`src/rtl/data_mem_arbiter.sv`:
```
// data_mem_arbiter: shares one data memory port between the pipeline memory
// stage (pipe) and the serial loader (ldr). The pipe has priority. The loader
// can lock the port across several accesses. Memory read data arrives one
// cycle after the access and is steered back to the requester that issued it.
// Optional build macro: DMARB_STARVE_EN adds a bounded-starvation counter.
// Once the loader has waited STARVE_MAX cycles, it is forced one grant.
module data_mem_arbiter #(
    parameter int unsigned AW         = 32,
    parameter int unsigned DW         = 32,
    parameter int unsigned STARVE_MAX = 4
) (
    input  logic          clk,
    input  logic          reset,
    // Pipeline memory stage
    input  logic          pipe_req_in,
    input  logic          pipe_we_in,
    input  logic [1:0]    pipe_size_in,
    input  logic [AW-1:0] pipe_addr_in,
    input  logic [DW-1:0] pipe_wdata_in,
    output logic          pipe_stall_out,
    output logic [DW-1:0] pipe_rdata_out,
    output logic          pipe_rvalid_out,
    // Serial loader
    input  logic          ldr_req_in,
    input  logic          ldr_lock_in,
    input  logic          ldr_we_in,
    input  logic [1:0]    ldr_size_in,
    input  logic [AW-1:0] ldr_addr_in,
    input  logic [DW-1:0] ldr_wdata_in,
    output logic          ldr_gnt_out,
    output logic [DW-1:0] ldr_rdata_out,
    output logic          ldr_rvalid_out,
    // Data memory
    output logic [AW-1:0] mem_addr_out,
    output logic [DW-1:0] mem_wdata_out,
    output logic          mem_we_out,
    output logic          mem_re_out,
    output logic [1:0]    mem_size_out,
    input  logic [DW-1:0] mem_rdata_in
);

    typedef enum logic [0:0] {StArb, StLocked} state_e;

    state_e        state_q, state_d;
    logic          pipe_grant, ldr_grant;
    logic          starved;
    logic          accept_read;
    logic          pending_q;
    logic          owner_q;  // 1 = loader owns the outstanding read
    logic [DW-1:0] pipe_rdata_q, ldr_rdata_q;

`ifdef DMARB_STARVE_EN
    logic [3:0] starve_cnt_q, starve_cnt_d;

    assign starved = (starve_cnt_q == 4'(STARVE_MAX));

    // Count the cycles the loader waits. Clear the count on a grant or an idle request.
    always_comb begin
        starve_cnt_d = starve_cnt_q;
        if (!ldr_req_in || ldr_grant) begin
            starve_cnt_d = 4'd0;
        end else if (starve_cnt_q != 4'hF) begin
            starve_cnt_d = starve_cnt_q + 4'd1;
        end
    end

    // Starvation counter register
    always_ff @(posedge clk or posedge reset) begin
        if (reset) begin
            starve_cnt_q <= 4'd0;
        end else begin
            starve_cnt_q <= starve_cnt_d;
        end
    end
`else
    logic unused_starve_max;

    assign starved           = 1'b0;
    assign unused_starve_max = ^STARVE_MAX;
`endif

    // Arbitration and lock sequencing. Grants are purely combinational.
    always_comb begin
        state_d    = state_q;
        pipe_grant = 1'b0;
        ldr_grant  = 1'b0;
        case (state_q)
            StArb: begin
                // A starved loader pre-empts the pipe for exactly one cycle.
                if (pipe_req_in && !(starved && ldr_req_in)) begin
                    pipe_grant = 1'b1;
                end else if (ldr_req_in) begin
                    ldr_grant = 1'b1;
                    if (ldr_lock_in) begin
                        state_d = StLocked;
                    end
                end
            end
            StLocked: begin
                // The cycle that drops the lock is still the loader's.
                ldr_grant = ldr_req_in;
                if (!ldr_lock_in) begin
                    state_d = StArb;
                end
            end
            default: state_d = StArb;
        endcase
    end

    // Arbiter state register
    always_ff @(posedge clk or posedge reset) begin
        if (reset) begin
            state_q <= StArb;
        end else begin
            state_q <= state_d;
        end
    end

    assign pipe_stall_out = pipe_req_in & ~pipe_grant;
    assign ldr_gnt_out    = ldr_grant;

    // Drive the winner's payload to memory. Drive all zeros when nobody is granted.
    always_comb begin
        mem_addr_out  = '0;
        mem_wdata_out = '0;
        mem_we_out    = 1'b0;
        mem_re_out    = 1'b0;
        mem_size_out  = 2'b00;
        if (pipe_grant) begin
            mem_addr_out  = pipe_addr_in;
            mem_wdata_out = pipe_wdata_in;
            mem_we_out    = pipe_we_in;
            mem_re_out    = ~pipe_we_in;
            mem_size_out  = pipe_size_in;
        end else if (ldr_grant) begin
            mem_addr_out  = ldr_addr_in;
            mem_wdata_out = ldr_wdata_in;
            mem_we_out    = ldr_we_in;
            mem_re_out    = ~ldr_we_in;
            mem_size_out  = ldr_size_in;
        end
    end

    assign accept_read = (pipe_grant & ~pipe_we_in) | (ldr_grant & ~ldr_we_in);

    // Track each accepted read and latch the returned data for its owner.
    always_ff @(posedge clk or posedge reset) begin
        if (reset) begin
            pending_q    <= 1'b0;
            owner_q      <= 1'b0;
            pipe_rdata_q <= '0;
            ldr_rdata_q  <= '0;
        end else begin
            pending_q <= accept_read;
            if (accept_read) begin
                owner_q <= ldr_grant;
            end
            if (pending_q && !owner_q) begin
                pipe_rdata_q <= mem_rdata_in;
            end
            if (pending_q && owner_q) begin
                ldr_rdata_q <= mem_rdata_in;
            end
        end
    end

    assign pipe_rvalid_out = pending_q & ~owner_q;
    assign ldr_rvalid_out  = pending_q & owner_q;

    // The returning owner sees memory data in the return cycle. The other side holds its data.
    assign pipe_rdata_out = pipe_rvalid_out ? mem_rdata_in : pipe_rdata_q;
    assign ldr_rdata_out  = ldr_rvalid_out  ? mem_rdata_in : ldr_rdata_q;

endmodule

```
`config.mk`:
```
export PLATFORM = sky130hd
export DESIGN_NAME = data_mem_arbiter
export DESIGN_NICKNAME = d
export VERILOG_FILES = /design/src/rtl/data_mem_arbiter.sv
export SDC_FILE = /design/constraint.sdc
export NUM_CORES = 1
export LEC_CHECK = 0
export CORE_ASPECT_RATIO = 0.9
export CORE_MARGIN = 5
export CORE_UTILIZATION = 34
export CTS_CLUSTER_SIZE = 30
export DETAILED_ROUTE_END_ITERATION = 7
export PLACE_DENSITY = 0.81
export SKIP_LAST_GASP = 1
export SYNTH_ARGS = -nofsm -noshare
export SYNTH_HDL_FRONTEND = slang
export SYNTH_SLANG_ARGS = --single-unit
```
`constraint.sdc`:
```
create_clock -name clk -period 3 [get_ports clk]
set_input_delay 0.6 -clock clk [delete_from_list [all_inputs] [get_ports clk]]
set_output_delay 0.6 -clock clk [all_outputs]
set_load 0.02 [all_outputs]
```
Word-level counts from Yosys, hierarchy flattened
Cells that the tools add are included.
{"block": "word_totals", "in_bits": 171, "word_cells": 40, "output_inout_bits": 136, "ff_bits": 67}
{"block": "op_classes", "muxes": 21, "n_reduce_logical": 3, "bitwise_logic": 11}
{"op": "$mux 32", "n": 6}
{"op": "$mux 1", "n": 11}
{"op": "$and 1x1->1", "n": 5}
{"op": "$not 1->1", "n": 5}
{"op": "$mux 2", "n": 2}
{"op": "$pmux 1 s2", "n": 2}
{"op": "$logic_and 1x1->1", "n": 2}
{"op": "$logic_not 1->1", "n": 1}
{"op": "$or 1x1->1", "n": 1}

Longest topological paths before layout
{"block": "depth", "word_depth": 5, "depth_mapped": 5, "depth_no_buf": 2}

Worst setup path before layout
Ideal clock, no wire load.
{"block": "synth_timing", "kind": "input -> output", "start": "in pipe_req_in", "end": "out mem_addr_out[28]", "path_stages": 5, "required_ps": 2400, "setup_slack_ps": 807, "arrival_time_ps": 1593, "n_path_buf": 3, "cell_sequence": "buf_6 -> nor2b_1 -> buf_6 -> buf_6 -> o21ai_0"}
{"block": "synth_via", "elab_chain_cells": 4, "elab_cells_between_ends": 6, "classes_between": "mux: 6"}
{"element": "start: declaration", "line_no": "15", "rtl": "input logic pipe_req_in,"}
{"element": "$mux 1", "line_no": "90", "rtl": "if (pipe_req_in && !(starved && ldr_req_in)) begin"}
{"element": "$pmux 1 s2", "line_no": "87", "rtl": "case (state_q)"}
{"element": "$mux 32", "line_no": "135", "rtl": "end else if (ldr_grant) begin"}
{"element": "$mux 32 *", "line_no": "129", "rtl": "if (pipe_grant) begin"}
{"element": "end: declaration", "line_no": "34", "rtl": "output logic [AW-1:0] mem_addr_out,"}
Every way passes the cells marked *; elsewhere a longest branch is shown, timed or not.

Final worst setup path
{"block": "layout_timing", "start": "reg owner_q", "end": "out pipe_rdata_out[29]"}
{"block": "layout_via", "elab_chain_cells": 3}
{"element": "start: declaration", "line_no": "49", "rtl": "logic owner_q;"}
{"element": "start signal: assignment", "line_no": "156", "rtl": "owner_q <= ldr_grant;"}
{"element": "$not 1->1", "line_no": "167", "rtl": "assign pipe_rvalid_out = pending_q & ~owner_q;"}
{"element": "$and 1x1->1", "line_no": "167"}
{"element": "$mux 32", "line_no": "171", "rtl": "assign pipe_rdata_out = pipe_rvalid_out ? mem_rdata_in : pipe_rdata_q;"}
{"element": "end: declaration", "line_no": "21", "rtl": "output logic [DW-1:0] pipe_rdata_out,"}
No other way between the ends.

==> impl_metrics.yaml <==
timing:
  finClkSkew_ns: 0.00710
  hold_ws_ns: 0.488
  worst_pin_slew_ns: 0.348
  fmaxAchievable_mhz: 366
  max-slew-margin-rel: 0.768
  setup_ws_ns: 0.266
  period_minus_slack_ns: 2.73
  fin_setup_tns_ns: 0
  setup_viol: 0
  finalHoldViolCount: 0
  finalMaxSlewViolations: 0
  rsz0062_at_grt: "false"
  min_period_over_period: 0.911
finish:
  syn_to_final_growth_pct: 85.7
  nets: 843
  final_area_um2: 7410
  n_antenna_cell: 0
  layout-drive-gt1-share: 0.139
  fillCellCount: 951
detailed_routing:
  drt-pass1-iter-count: 4
  routed_wl_mm: 15.9
  routed_via_density: 4.83
  vias: 4024
  drtIter0Drc: 167
  post_drt_wl_per_cell_um: 19.1
  ant_nets: 0
  drc: 0
worst_setup_path:
  slowest_delay_ns: 0.55
  arrival_ns: 2.13
  crit_path_top_delay_cell: "clkdlybuf4s50_1"
  crit_fanout: 33
  critPathLaunchType: "flip-flop"
  critical_path_class: "reg -> out"
  endpoint_kind: "primary output"
  worstPathCellList: "nor2b_4, buf_12, mux2_2, clkdlybuf4s50_1"
  critPathRequiredTime_ns: 2.40
placement:
  routabilityCongestion: 0.883
  place_area_um2: 7090
  dp_hpwl_mm: 12.4
  port_buffers: 306
  pre_cts_ws_ns: 0.387
clocking:
  cts_resized: 0
  hold_buffers: 0
  clk_root_buffer_cell: "clkbuf_16"
  tritoncts: "built"
  cts_sinks: 67
  clkLatencyLatePin_ns: 0.32
  post_cts.repair.setup_buffers: 0
  cts_buffers: 9
  path_clk_slew_ns: 0.06
  max-clock-path-buffers: 2
  htreeDepth: 3
logic_synthesis:
  avgSynthCellArea_um2: 10.4
  netlist_area_um2: 3990
  ys_seq_area_frac: 0.420
  syn_nets: 556
  synthCells: 385
  ys_types: 21
  yosys_warnings: 0
  synth_seq_cells: 67
die:
  start_util: 0.348
  die_w_um: 124
  num_io_pins: 307
  rows: 37
  die_area_um2: 14000
  die-height_um: 113
  coreArea_um2: 11500
power:
  p_leak_uw: 0.00298
  max-vdd-ir-drop_uv: 298
  powerDensity_nw_per_um2: 608
run_status:
  status: "finished, final reports clean"
global_routing:
  grt_pass1_vias: 4327
  grt_usage: 0.215
  grt_max_degree: 71
  grt_pass1_wl_mm: 24.2
  antenna_found_initial: 1
  globalRouteOverflowTotal: 0
run:
  maxCapViolations: 0
hold_path:
  hold_path.class: "reg -> reg"
[placed cells by master (no fill, tap or decap)]
| cell | instances |
|---|---|
| nand2_1 | 68 |
| nand2b_1 | 1 |
| nand3b_1 | 67 |
| inv_2 | 1 |
| o21a_1 | 1 |
| o21ai_0 | 63 |
| clkbuf_16 | 9 |
| clkinv_2 | 1 |
| o21ai_1 | 4 |
| a22oi_1 | 1 |
| buf_12 | 6 |
| buf_4 | 2 |
| nor2b_4 | 2 |
| inv_6 | 2 |
| buf_2 | 2 |
| and2_1 | 1 |
| nand2_2 | 1 |
| mux2_2 | 35 |
| bufinv_16 | 2 |
| clkinvlp_4 | 1 |
| nor2b_1 | 2 |
| dfrtp_1 | 67 |
| mux2_4 | 29 |
| inv_1 | 2 |
| clkinv_4 | 1 |
| clkdlybuf4s50_1 | 304 |
| mux2i_1 | 2 |
[per-layer routing]
metal,vias up,part of all wire,track usage
met5,-,0.00082,0
met4,2,0.027,0.0723
met3,25,0.074,0.0727
met2,185,0.54,0.415
met1,1906,0.36,0.217
li1,1906,-,-
[worst max-delay path, delay by kind of cell, from the launching register on]
kind | cells | cell delay, ns
buffers and inverters | 2 | 0.80
DFF | 1 | 0.43
muxes | 1 | 0.39
and+or+nand+nor | 1 | 0.15
[power by group]
group	leakage, uW	internal, uW	switching [uW]
clock	0.000156	733	393
sequential	0.000786	1170	77.5
combinational	0.00203	1140	994
total	0.00298	3040	1460
[cell families after synthesis]
family,Yosys count,share of synthesized area
compound gates,69,0.0878
buf+inv,41,0.0784
flops,67,0.420
mux,66,0.213
simple gates,142,0.201
[worst paths after layout]
kind	startpoint	end	slack (ns)	depth (start not counted)
min in group asynchronous	reset	ldr_rdata_q[6]	0.68	3
worst min register to register	pipe_rdata_q[17]	pipe_rdata_q[17]	0.49	1
worst max-delay path	owner_q	pipe_rdata_out[29]	0.27	4
max in group asynchronous	reset	ldr_rdata_q[13]	2.04	3
worst min-delay path	pipe_rdata_q[17]	pipe_rdata_q[17]	0.49	1
worst max register to register	owner_q	pipe_rdata_q[29]	1.62	3
[through the flow]
| step | util | instances | power (uW) |
|---|---|---|---|
| after floorplan | - | 385 | 2340 |
| after global placement | 0.617 | 817 | 3340 |
| after detailed placement | 0.617 | 817 | 3400 |
| after CTS | 0.646 | 833 | 4560 |
| after global routing | 0.646 | 833 | 4720 |
| final | 0.646 | 833 | 4500 |
[cell type report]
cell class | count | area (um^2) | share of cell area
multi-input cells | 277 | 2020 | 0.272
well taps | 156 | 195 | 0.0263
repair buffers | 314 | 3190 | 0.430
flip-flops and latches | 67 | 1680 | 0.226
clock buffers | 9 | 225 | 0.0304
clock inverters | 7 | 98.8 | 0.0133
inverters | 3 | 11.3 | 0.00152
[registers in the layout, summed over array words and instances (netlist names)]
name and cells:
owner_q 1, ldr_rdata_q 32, pending_q 1, state_q 1
pipe_rdata_q 32
[cell usage after synthesis (all sizes together)]
master   n  area [um^2]
nand2b   1         6.26
nor2b    4         25.0
inv      3         11.3
dfrtp   67         1680
mux2    64          830
nand3b  67          503
mux2i    2         20.0
buf     23          244
and2     1         6.26
nand2   69          262
o21ai   67          335
a22oi    1         7.51
clkbuf  15         57.6
o21a     1         7.51
No activity file was read; power rests on OpenSTA's default activity.
